File: src/rtl/usb_line_pkg.sv
// usb_line_pkg
//  Shared definitions for the USB full-speed line transmitter.
//  - tx_state_t : transmitter FSM states
//  - LS_*       : pad line states packed as {DP, DM}
//  - default stuffing run length and EOP SE0 length
//  - line_of()  : maps an NRZI level (1 = J, 0 = K) onto a {DP, DM} pair
package usb_line_pkg;

  typedef enum logic [2:0] {
    IDLE    = 3'd0,
    DATA    = 3'd1,
    STUFF   = 3'd2,
    EOP_SE0 = 3'd3,
    EOP_J   = 3'd4
  } tx_state_t;

  localparam logic [1:0] LS_J   = 2'b10;
  localparam logic [1:0] LS_K   = 2'b01;
  localparam logic [1:0] LS_SE0 = 2'b00;

  localparam int STUFF_LEN_DEF    = 6;
  localparam int EOP_SE0_BITS_DEF = 2;

  function automatic logic [1:0] line_of(input logic lvl);
    return lvl ? LS_J : LS_K;
  endfunction

endpackage

File: src/rtl/usb_bitstuff_ctr.sv
// usb_bitstuff_ctr
//  Counts consecutive 1 bits accepted by the transmitter and flags when the
//  bit being accepted now completes a run of STUFF_LEN ones, so the caller
//  must insert a stuff bit after it.
// Ports
//  clk        in  clock
//  rst        in  synchronous active-low reset
//  shift      in  a raw bit is accepted this cycle
//  bit_in     in  value of the accepted bit
//  clr        in  clear the run count (stuff bit sent, packet ended)
//  stuff_req  out combinational: this accepted 1 brings the run to STUFF_LEN
module usb_bitstuff_ctr
  import usb_line_pkg::*;
#(
  parameter int STUFF_LEN = STUFF_LEN_DEF
) (
  input  logic clk,
  input  logic rst,
  input  logic shift,
  input  logic bit_in,
  input  logic clr,
  output logic stuff_req
);

  localparam int CW = $clog2(STUFF_LEN + 1);

  logic [CW-1:0] ones_cnt_reg;
  logic [CW-1:0] ones_cnt_next;

  // The decision uses the post-increment count: the STUFF_LEN-th 1 is sent
  // normally and the stuff bit follows it.
  assign stuff_req = shift & bit_in & (ones_cnt_reg == CW'(STUFF_LEN - 1));

  always_comb begin
    ones_cnt_next = ones_cnt_reg;
    if (clr) begin
      ones_cnt_next = '0;
    end else if (shift) begin
      ones_cnt_next = bit_in ? ones_cnt_reg + 1'b1 : '0;
    end
  end

  always_ff @(posedge clk) begin
    if (!rst) begin
      ones_cnt_reg <= '0;
    end else begin
      ones_cnt_reg <= ones_cnt_next;
    end
  end

endmodule

File: src/rtl/nrzi_tx.sv
// nrzi_tx
//  USB full-speed line transmitter. Takes raw packet bits (SYNC, PID, data,
//  CRC) one per bit-time strobe, NRZI-encodes them, inserts a stuff bit after
//  every STUFF_LEN consecutive 1s and finishes each packet with an EOP
//  (EOP_SE0_BITS bit times of SE0 followed by one bit time of J).
// Ports
//  clk       in  clock; all state changes on the rising edge
//  rst       in  synchronous active-low reset
//  bit_en    in  bit-time strobe (may be held high for one bit per cycle)
//  tx_valid  in  upstream bit valid
//  tx_data   in  raw bit to send
//  tx_last   in  marks the final bit of the packet (qualified by tx_valid)
//  tx_ready  out bit accepted this cycle (combinational)
//  tx_err    out one-cycle pulse on underrun abort
//  DP_out    out D+ pad level (registered)
//  DM_out    out D- pad level (registered)
//  tx_oe     out pad output enable (registered)
module nrzi_tx
  import usb_line_pkg::*;
#(
  parameter int STUFF_LEN    = STUFF_LEN_DEF,
  parameter int EOP_SE0_BITS = EOP_SE0_BITS_DEF
) (
  input  logic clk,
  input  logic rst,
  input  logic bit_en,
  input  logic tx_valid,
  input  logic tx_data,
  input  logic tx_last,
  output logic tx_ready,
  output logic tx_err,
  output logic DP_out,
  output logic DM_out,
  output logic tx_oe
);

  localparam int EW = $clog2(EOP_SE0_BITS + 1);

  tx_state_t     state_reg, state_next;
  logic          lvl_reg, lvl_next;          // NRZI level, 1 = J
  logic          pend_eop_reg, pend_eop_next; // EOP owed after the stuff bit
  logic [EW-1:0] eop_cnt_reg, eop_cnt_next;
  logic [1:0]    line_reg, line_next;        // {DP, DM}
  logic          oe_reg, oe_next;
  logic          err_reg, err_next;

  logic transfer;
  logic lvl_enc;
  logic cnt_clr;
  logic stuff_req;

  // Nothing is accepted while reset is held.
  assign tx_ready = rst & bit_en & ((state_reg == IDLE) | (state_reg == DATA));
  assign transfer = tx_valid & tx_ready;

  // NRZI: a 0 toggles the line, a 1 holds it.
  assign lvl_enc = tx_data ? lvl_reg : ~lvl_reg;

  usb_bitstuff_ctr #(
    .STUFF_LEN (STUFF_LEN)
  ) u_ctr (
    .clk       (clk),
    .rst       (rst),
    .shift     (transfer),
    .bit_in    (tx_data),
    .clr       (cnt_clr),
    .stuff_req (stuff_req)
  );

  always_comb begin
    state_next    = state_reg;
    lvl_next      = lvl_reg;
    pend_eop_next = pend_eop_reg;
    eop_cnt_next  = eop_cnt_reg;
    line_next     = line_reg;
    oe_next       = oe_reg;
    err_next      = 1'b0;
    cnt_clr       = 1'b0;

    if (bit_en) begin
      unique case (state_reg)
        IDLE, DATA: begin
          if (transfer) begin
            // The first bit of a packet is encoded against the idle J level.
            // A single-bit packet from IDLE follows the same rules as DATA.
            lvl_next  = lvl_enc;
            line_next = line_of(lvl_enc);
            oe_next   = 1'b1;
            if (stuff_req) begin
              // Stuffing wins over tx_last; the EOP waits for the stuff bit.
              state_next    = STUFF;
              pend_eop_next = tx_last;
            end else if (tx_last) begin
              state_next   = EOP_SE0;
              eop_cnt_next = '0;
            end else begin
              state_next = DATA;
            end
          end else if (state_reg == DATA) begin
            // Underrun: the current bit is held for this bit time, then EOP.
            err_next     = 1'b1;
            state_next   = EOP_SE0;
            eop_cnt_next = '0;
          end else begin
            lvl_next  = 1'b1;
            line_next = LS_J;
            oe_next   = 1'b0;
          end
        end

        STUFF: begin
          lvl_next      = ~lvl_reg;
          line_next     = line_of(~lvl_reg);
          cnt_clr       = 1'b1;
          pend_eop_next = 1'b0;
          eop_cnt_next  = '0;
          state_next    = pend_eop_reg ? EOP_SE0 : DATA;
        end

        EOP_SE0: begin
          line_next = LS_SE0;
          cnt_clr   = 1'b1;
          if (eop_cnt_reg == EW'(EOP_SE0_BITS - 1)) begin
            eop_cnt_next = '0;
            state_next   = EOP_J;
          end else begin
            eop_cnt_next = eop_cnt_reg + 1'b1;
          end
        end

        EOP_J: begin
          // J is driven with the pads still enabled; IDLE then drops oe.
          lvl_next   = 1'b1;
          line_next  = LS_J;
          oe_next    = 1'b1;
          cnt_clr    = 1'b1;
          state_next = IDLE;
        end

        default: begin
          lvl_next   = 1'b1;
          line_next  = LS_J;
          oe_next    = 1'b0;
          cnt_clr    = 1'b1;
          state_next = IDLE;
        end
      endcase
    end
  end

  always_ff @(posedge clk) begin
    if (!rst) begin
      state_reg    <= IDLE;
      lvl_reg      <= 1'b1;
      pend_eop_reg <= 1'b0;
      eop_cnt_reg  <= '0;
      line_reg     <= LS_J;
      oe_reg       <= 1'b0;
      err_reg      <= 1'b0;
    end else begin
      state_reg    <= state_next;
      lvl_reg      <= lvl_next;
      pend_eop_reg <= pend_eop_next;
      eop_cnt_reg  <= eop_cnt_next;
      line_reg     <= line_next;
      oe_reg       <= oe_next;
      err_reg      <= err_next;
    end
  end

  assign DP_out = line_reg[1];
  assign DM_out = line_reg[0];
  assign tx_oe  = oe_reg;
  assign tx_err = err_reg;

endmodule

File: config.mk
export PLATFORM = sky130hd
export DESIGN_NAME = nrzi_tx
export DESIGN_NICKNAME = d
export VERILOG_FILES = /design/src/rtl/usb_line_pkg.sv /design/src/rtl/usb_bitstuff_ctr.sv /design/src/rtl/nrzi_tx.sv
export SDC_FILE = /design/constraint.sdc
export NUM_CORES = 1
export LEC_CHECK = 0
export ABC_AREA = 1
export BUFFER_PORTS_ARGS = -buffer_cell sky130_fd_sc_hd__buf_2
export CORE_UTILIZATION = 50
export CTS_BUF_LIST = sky130_fd_sc_hd__clkbuf_16
export CTS_CLUSTER_SIZE = 20
export DETAILED_ROUTE_END_ITERATION = 7
export MAX_ROUTING_LAYER = met4
export PLACE_DENSITY = 0.75
export SETUP_SLACK_MARGIN = 0.3
export SYNTH_ARGS = -nofsm -noshare
export SYNTH_HDL_FRONTEND = slang
export SYNTH_HIERARCHICAL = 1
export SYNTH_SLANG_ARGS = --single-unit
File: constraint.sdc
create_clock -name clk -period 1.8 [get_ports clk]
set_input_delay 0.36 -clock clk [delete_from_list [all_inputs] [get_ports clk]]
set_output_delay 0.36 -clock clk [all_outputs]
set_load 0.03 [all_outputs]
==> results.md, run 1 <==
- Status: finished, final reports clean
- Number of global-route vias before repair: 776
- Seq/Total Area, Yosys: 33.5%
- Fin util: 69.7%
- Combinational share of power: 24.7%
- Clk slew on worst S/H paths: 0.05 ns
- P&R area growth vs syn: 28.6%
- Worst-Skew Late Latency: 0.24 ns
- Clock Skew: 0.00258 ns
- Sequential power share: 33.9%
- Layout Cells excl Fill: 164
- Die Width: 42.9 microns
- CP startpoint kind: register
- Final Hold Violating Endpoints: 0
- Routed WL: 2080 microns
- Tcrit/Tclk final: 84.3%
- Share of layout cells above drive strength 1: 27.0%
- Leak pwr: 0.516 nW
- Worst path slowest cell: dfxtp_4
- First-pass GRT wire length: 3200 microns
- Final Max Slew Viols: 0
- Vias per cell: 5.25
- Largest stage delay on the critical path: 0.36 ns
- Largest net degree at the start of global routing: 9
- Crit-path cells: nor2_4 > nand3_4 > inv_2 > inv_2 > nor3_4 > o21ai_1 > nor2_1 > nand2_1 > nand2_1 > nor2_1
- Commonest non-fill, non-tap cells in the layout: 38 x nand2_1, 13 x inv_1, 13 x nor2_1, 13 x dfxtp_1, 9 x nand3_1
- GRT overflow: 0
- Total GRT Usage: 23.5%
- Worst path top cell family by delay: simple AND/OR/NAND/NOR gates
- DR WL/cell: 12.7 microns
- H-tree levels: 1
- Filler cell count: 129
- Post-Syn Area: 836 sq um
- Global placement routability congestion: 0.904
- Post-Synthesis Cells: 128
- Sw Share: 30.4%
- Remaining antenna violation count: 0
- Ant. Diodes: 0
- CTS tree: built
- Critical path fanouts, max: 5
- First-pass iteration count of the detailed router: 4
- Initial antenna violation count: 0
- Pwr Total: 1.03 mW
- Yosys reg bits: 14
- Row count: 14
- FMAX: 659 MHz
- Core ar.: 0.00154 sq mm
- CP Data Arrival Time: 1.66 ns
- CP Class: reg -> reg
- Crit path buffers/inverters: 2
- Max Root-Sink Buffers: 2
- Clock power share: 41.4%
- Via count: 861
- Net count, final: 157
- Hold slack: 0.401 ns
- DRT iter0 DRCs: 15
- Setup TNS: 0 ns
- Maximum vdd ir drop: 0.518 mV
- Height of the die: 42.9 microns
- Hold crit path type: in -> reg
- Worst setup EP type: register
- Power Internal: 0.719 mW
- Starting density of the core: 54.2%
- Max Cap Viol: 0
- Tmin final: 1.52 ns
- Synthesized Nets: 136
- I/O Pins: 11
- Most common cell after layout, fill and taps aside: nand2_1
- Req. time, crit path: 1.94 ns
- Synth warn: 6
- Cell Pwr Density: 962 mW/mm^2
- Cells after DPL: 156
- Area of the die: 0.00184 sq mm
- Count of cell types in the netlist: 26
- Final setup fails: 0
- Syn avg cell area: 6.53 sq um
- Post-CTS Hold Buffers: 0
- Drt drc: 0
- Port bufs: 10
- Max transition margin: 77.7%
- # clock sinks: 14
- Measured slew at the worst slew-check pin: 0.332 ns
- Final HPWL DP: 1470 microns
- Inserted Clock Buffers: 3
- Root Buffer: clkbuf_16
- NetSw: 0.315 mW
- RSZ-0062 raised after global routing: true
## what timing repair did
action,in CTS,in global routing
endpoints found under the setup margin,3,5
gates resized for setup,5,11
setup buffers,0,4
pin swaps,0,8
## power groups by stage
stage | combinational (mW) | sequential (mW) | clock [mW]
CTS | 0.234 | 0.350 | 0.434
detailed placement | 0.226 | 0.356 | 0
global route | 0.280 | 0.352 | 0.448
global placement | 0.225 | 0.355 | 0
floorplan | 0.155 | 0.366 | 0
finish | 0.256 | 0.350 | 0.428
## path summary, 6_finish.rpt
kind / start / end / slack, ns / depth (start not counted)
min: rst / tx_oe / 0.40 / 3
min reg2reg: eop_cnt_reg[1] / eop_cnt_reg[1] / 0.44 / 2
max: state_reg[2] / pend_eop_reg / 0.28 / 10
max reg2reg: state_reg[2] / pend_eop_reg / 0.28 / 10
## tightest hold or removal path: cells and delay by family
family | cells | cell delay [ns]
buffers and inverters | 1 | 0.14
and+or+nand+nor | 2 | 0.10
## cell usage after synthesis (all sizes together)
| library cell | n | area share (%) |
|---|---|---|
| a21boi | 1 | 0.90 |
| a21oi | 8 | 4.8 |
| a31oi | 1 | 0.75 |
| buf | 1 | 0.60 |
| dfxtp | 14 | 34 |
| ha | 2 | 3.0 |
| inv | 19 | 8.5 |
| nand2 | 42 | 20 |
| nand3 | 10 | 7.5 |
| nand3b | 2 | 1.8 |
| nand4 | 1 | 0.75 |
| nor2 | 18 | 10 |
| nor3 | 2 | 1.8 |
| nor4 | 1 | 0.75 |
| o21ai | 1 | 0.60 |
| o31ai | 1 | 0.90 |
| or2 | 2 | 1.5 |
| xnor2 | 1 | 1.0 |
| xor2 | 1 | 1.0 |
## stage by stage
step	setup WS, ns	cell area, sq um
2_1_floorplan	0.278	838
3_3_place_gp	0.106	926
3_5_place_dp	0.0658	926
4_1_cts	0.282	1020
5_1_grt	0.148	1070
6_report	0.282	1070
## layout make-up
class,count,area (sq um),area share [%]
clock inverter,1,3.75,0.349
clock buffer,3,75.1,6.98
multi-input combinational,94,507,47.1
inverter,19,73.8,6.87
sequential,14,284,26.4
timing repair buffer,17,111,10.4
tap,16,20.0,1.86
## layer usage
metal / share of wire, % / up-vias / global-route usage, %
met5: 0 / - / -
met2: 50 / 29 / 38.5
met4: 1.5 / 0 / 7.50
met3: 4.8 / 4 / 4.26
li1: - / 442 / -
met1: 43 / 386 / 29.2
## kinds of logic (layout without fill, tap and decap cells)
logic type	after synthesis	after routing	share of synthesized area, %
xor+xnor	2	2	2.10
fa+ha+maj	2	2	2.99
compound gates	12	12	7.93
buf+inv	20	40	9.13
simple gates	78	78	44.3
flops	14	14	33.5
Power figures use the tool's default switching activity.
==> run 2: changes to the inputs <==
Clock period 1.8 ns to 1.4 ns, I/O delays scaled along.
==> run 2 against run 1 <==
Total power increased by 30%; final cell count is 0.61% higher; sequential share of layout area is 0.64 points lower; fmax increased by 8.6%; largest cell class unchanged; largest power group unchanged.
==> results.md, run 2 (synthesis results as in run 1) <==
- Req. time, crit path: 1.54 ns
- Clock Skew: 0.00293 ns
- Via count: 871
- Setup WS pre-CTS: 0.00887 ns
- Final HPWL DP: 1430 microns
- Pwr Total: 1.34 mW
- Max Cap Viol: 0
- Net count, final: 158
- Height of the die: 42.9 microns
- P&R area growth vs syn: 34.1%
- Drt drc: 0
- Max Root-Sink Buffers: 2
- Area of the die: 0.00184 sq mm
- Max transition margin: 78.2%
- GRT overflow: 0
- DR WL met2: 981 microns
- Routed WL: 2020 microns
- Tcrit/Tclk final: 99.8%
- Inserted Clock Buffers: 3
- DRT iter0 DRCs: 27
- CP Data Arrival Time: 1.54 ns
- Cell Pwr Density: 1200 mW/mm^2
- RSZ-0062 raised after global routing: true
- WL met1: 900 microns
- Critical path fanouts, max: 6
- Most common cell after layout, fill and taps aside: nand2_1
- WL met3: 101 microns
- Top Metal Used: met4
- Number of global-route vias before repair: 815
- Initial antenna violation count: 0
- First-pass GRT wire length: 3400 microns
- DR WL/cell: 12.3 microns
- I/O Pins: 11
- Die Width: 42.9 microns
- Port bufs: 10
- Vias per cell: 5.28
- Final setup fails: 0
- Clk slew on worst S/H paths: 0.05 ns
- Hold crit path type: in -> reg
- Global placement routability congestion: 0.920
- CP startpoint kind: register
- First-pass iteration count of the detailed router: 4
- Measured slew at the worst slew-check pin: 0.324 ns
- Final Hold Violating Endpoints: 0
- CTS tree: built
- Min setup slack post-route: 0.00256 ns
- Final Max Slew Viols: 0
- Total GRT Usage: 25.5%
- Ant. Diodes: 0
- Worst-Skew Late Latency: 0.24 ns
- CP Class: reg -> reg
- Status: finished, final reports clean
- Starting density of the core: 54.2%
- Filler cell count: 108
- Commonest non-fill, non-tap cells in the layout: 37 x nand2_1, 14 x inv_1, 13 x nor2_1
- Sequential cell area: 289 sq um
- H-tree levels: 1
- Leak pwr: 0.536 nW
- Largest net degree at the start of global routing: 9
- Row count: 14
- Tmin final: 1.40 ns
- FMAX: 716 MHz
- Multi-input logic area: 538 sq um
- Core ar.: 0.00154 sq mm
- Remaining antenna violation count: 0
- Share of layout cells above drive strength 1: 34.2%
- Maximum vdd ir drop: 0.846 mV
- # clock sinks: 14
- Worst setup EP type: register
- Root Buffer: clkbuf_16
-- run 2: cell count changes in the layout (fill, tap and decap cells not counted), moves of 4 or more --
cell	before	now
nand3_1	9	5
dfxtp_2	0	4
dfxtp_1	13	9
nand3_2	0	4
-- run 2: worst max-delay path, cell delays in order (launching register included) --
cell	delay [ns]
dfxtp_4	0.37
nor2_4	0.12
nand3_4	0.10
inv_4	0.08
inv_4	0.04
nor3_4	0.18
o21ai_1	0.10
nor2_1	0.15
nand2_1	0.06
nand2_1	0.06
nor2_1	0.04
-- run 2: report_power, final --
part / internal, mW / leakage (nW) / total, mW / switching, mW
clock network: 0.377 / 0.0385 / 0.540 / 0.162
registers: 0.431 / 0.117 / 0.464 / 0.0326
logic: 0.131 / 0.381 / 0.338 / 0.207
-- run 2: worst paths after layout --
check | startpoint | endpoint | slack, ns | cells past startpoint
setup reg to reg | state_reg[1] | pend_eop_reg | 0.003 | 10
hold reg to reg | eop_cnt_reg[1] | eop_cnt_reg[1] | 0.44 | 2
hold / removal | tx_valid | tx_err | 0.32 | 2
setup / recovery | state_reg[1] | pend_eop_reg | 0.003 | 10
-- run 2: repair_timing --
item	in CTS	in global routing
setup endpoints to repair	14	14
gates resized for setup	10	8
pin swaps	0	3
hold buffers	0	0
setup buffers	1	0
-- run 2: per-stage QoR --
stage          hold WS [ns]  instances  util (%)  TNS, ns  cell area (sq um)
2_1_floorplan         0.357        128         -        0                872
3_3_place_gp          0.426        160      63.8        0                983
3_5_place_dp          0.433        160      63.8        0                983
4_1_cts               0.305        165      70.9        0               1090
5_1_grt               0.311        165      72.7   -0.381               1120
6_report              0.316        165      72.7        0               1120
-- run 2: per-layer routing --
layer | GRT usage [%] | vias up
li1 | - | 444
met1 | 31.8 | 390
met2 | 38.5 | 30
met3 | 6.38 | 7
met4 | 11.9 | 0
met5 | - | -
-- run 2: final cells by class --
cell class / instances / area share (%)
sequential: 14 / 25.8
timing repair buffer: 18 / 10.6
tap: 16 / 1.79
inverter: 19 / 6.81
clock inverter: 1 / 0.335
multi-input combinational: 94 / 48.0
clock buffer: 3 / 6.70
==> run 3: changes to the inputs <==
Settings changed: CTS_BUF_LIST sky130_fd_sc_hd__clkbuf_16 to sky130_fd_sc_hd__clkbuf_4 sky130_fd_sc_hd__clkbuf_8.
==> run 3 against run 2 <==
Clock power down 42%; the flow now finishes with violations (negative setup slack); critical path depth stayed put; clock-buffer cell count rose by 1; global-route usage rose by 2.3 points; fmax down 11%; worst hold slack worse by 0.041 ns; die area stayed put; sequential cell count did not move; utilization rose by 18 points; sequential power shrank 0.9%; largest cell class unchanged; highest routed layer unchanged; final cell count up 8.5%.
==> results.md, run 3 (synthesis results as in run 1) <==
- Port bufs: 10
- Cells after DPL: 160
- Clock power share: 23.8%
- Hold endpoint: tx_err
- Max Cap Viol: 0
- Final Hold Violating Endpoints: 0
- Hold wc startpoint: tx_valid
- Reg2reg path depth: 10
- I/O Pins: 11
- Total GRT Usage: 27.8%
- FMAX: 635 MHz
- Status: complete, but fails checks
- Vias per cell: 5.92
- Origin of the critical flop-to-flop path: state_reg[1]
- P&R area growth vs syn: 66.6%
- Min setup slack post-route: -0.175 ns
- Hold crit path type: in -> reg
- Sequential power share: 35.2%
- RSZ-0062 raised after global routing: true
- Worst-Skew Late Latency: 0.30 ns
- Net count, final: 172
- Height of the die: 42.9 microns
- Global placement routability congestion: 0.920
- Layout Cells excl Fill: 179
- CTS tree: built
- Tcrit/Tclk final: 112%
- Core ar.: 0.00154 sq mm
- Reg2reg setup slack: -0.17 ns
- Measured slew at the worst slew-check pin: 0.348 ns
- Remaining antenna violation count: 0
- Ant. Diodes: 0
- H-tree levels: 1
- Drt drc: 0
- Commonest non-fill, non-tap cells in the layout: 28 x nand2_1, 17 x buf_4, 11 x nor2_1, 11 x inv_1, 10 x dfxtp_1
- Worst setup EP type: register
- CP startpoint kind: register
- Req. time, crit path: 1.60 ns
- Top Metal Used: met4
- Failing checks: negative setup slack
- DRT iter0 DRCs: 73
- Largest net degree at the start of global routing: 9
- Clock Skew: 0.0163 ns
- Final HPWL DP: 1430 microns
- Starting density of the core: 54.2%
- DR WL met2: 1500 microns
- Number of global-route vias before repair: 900
- Combinational share of power: 41.0%
- Share of layout cells above drive strength 1: 53.4%
- Cell Pwr Density: 939 mW/mm^2
- WHS Path Cells: 2
- Tmin final: 1.57 ns
- Final Max Slew Viols: 0
- CP Class: reg -> reg
- Routed WL: 3270 microns
- GRT overflow: 0
- Critical path fanouts, max: 4
- Max Root-Sink Buffers: 2
- Max transition margin: 76.6%
- DR WL/cell: 18.3 microns
- Leak pwr: 0.625 nW
- Fin util: 90.3%
- First-pass GRT wire length: 3750 microns
- R2r endpoint: pend_eop_reg
- First-pass iteration count of the detailed router: 4
- Maximum vdd ir drop: 0.844 mV
- Power Internal: 0.808 mW
- Area of the die: 0.00184 sq mm
- WL met3: 298 microns
- Initial antenna violation count: 0
- Die Width: 42.9 microns
- # clock sinks: 14
- Most common cell after layout, fill and taps aside: nand2_1
- Clk slew on worst S/H paths: 0.10 ns
- Sw Share: 38.3%
- NetSw: 0.500 mW
- Post-CTS Hold Buffers: 0
- Final setup fails: 5
- Via count: 1,060
- CP Data Arrival Time: 1.78 ns
- Filler cell count: 66
- Row count: 14
- WL met1: 1230 microns
- Root Buffer: clkbuf_4
- Pwr Total: 1.31 mW
- Inserted Clock Buffers: 3
run 3: changes by cell type in the layout (fill, tap and decap cells not counted), moves of 4 or more:
cell | previous run | this run
nand2_2 | 4 | 8
nand2_4 | 1 | 5
buf_4 | 8 | 17
buf_6 | 1 | 7
nand2_1 | 37 | 28
nand3_4 | 1 | 5
run 3: per-stage QoR:
stage	TNS, ns	worst slack, ns	hold WS, ns	instance area, sq um
5_1_grt	-0.802	-0.257	0.258	1390
3_3_place_gp	0	0.0372	0.426	983
2_1_floorplan	0	0.0596	0.357	872
4_1_cts	0	0.0403	0.250	1120
6_report	-0.305	-0.175	0.276	1390
3_5_place_dp	0	0.00887	0.433	983
run 3: power groups by stage:
stage	Combinational (mW)	Clock, mW	Sequential (mW)
final	0.537	0.311	0.460
after global routing	0.564	0.329	0.463
after CTS	0.344	0.304	0.453
after detailed placement	0.301	0	0.464
after global placement	0.298	0	0.463
after floorplan	0.216	0	0.471
run 3: what timing repair did:
action,4_1_cts,5_1_grt
resized for setup,19,50
setup endpoints to repair,16,16
endpoints found under the hold margin,0,0
buffers inserted,7,8
pin swaps,4,13
run 3: worst max-delay path by stage:
| stage | depth (start not counted) | to | slack (ns) | start |
|---|---|---|---|---|
| 5_1_grt | 10 | pend_eop_reg | -0.26 | state_reg[1] |
| 6_report | 10 | pend_eop_reg | -0.17 | state_reg[1] |
| 4_1_cts | 4 | tx_ready | 0.04 | state_reg[1] |
| 2_1_floorplan | 11 | eop_cnt_reg[0] | 0.06 | state_reg[1] |
| 3_5_place_dp | 12 | pend_eop_reg | 0.009 | rst |
| 3_3_place_gp | 12 | pend_eop_reg | 0.04 | rst |
run 3: worst max-delay path, stage by stage (launching register included):
cell	delay, ns
dfxtp_4	0.39
nor2_4	0.14
nand3_4	0.10
inv_4	0.07
inv_4	0.04
nor3_4	0.20
o21ai_1	0.13
nor2_1	0.15
nand2_1	0.10
nand2_1	0.10
nor2_1	0.05
run 3: cell type report:
type	count	area [sq um]	share of cell area, %
well taps	16	20.0	1.44
clock buffers	4	36.3	2.61
multi-input cells	94	677	48.6
inverters	19	95.1	6.83
flip-flops and latches	14	293	21.0
repair buffers	32	272	19.5
run 3: metal layers:
metal  vias to the layer above  global-route usage [%]
li1                        472                       -
met2                        79                    45.2
met1                       480                    33.3
met5                         -                       -
met4                         0                    12.5
met3                        29                    4.68
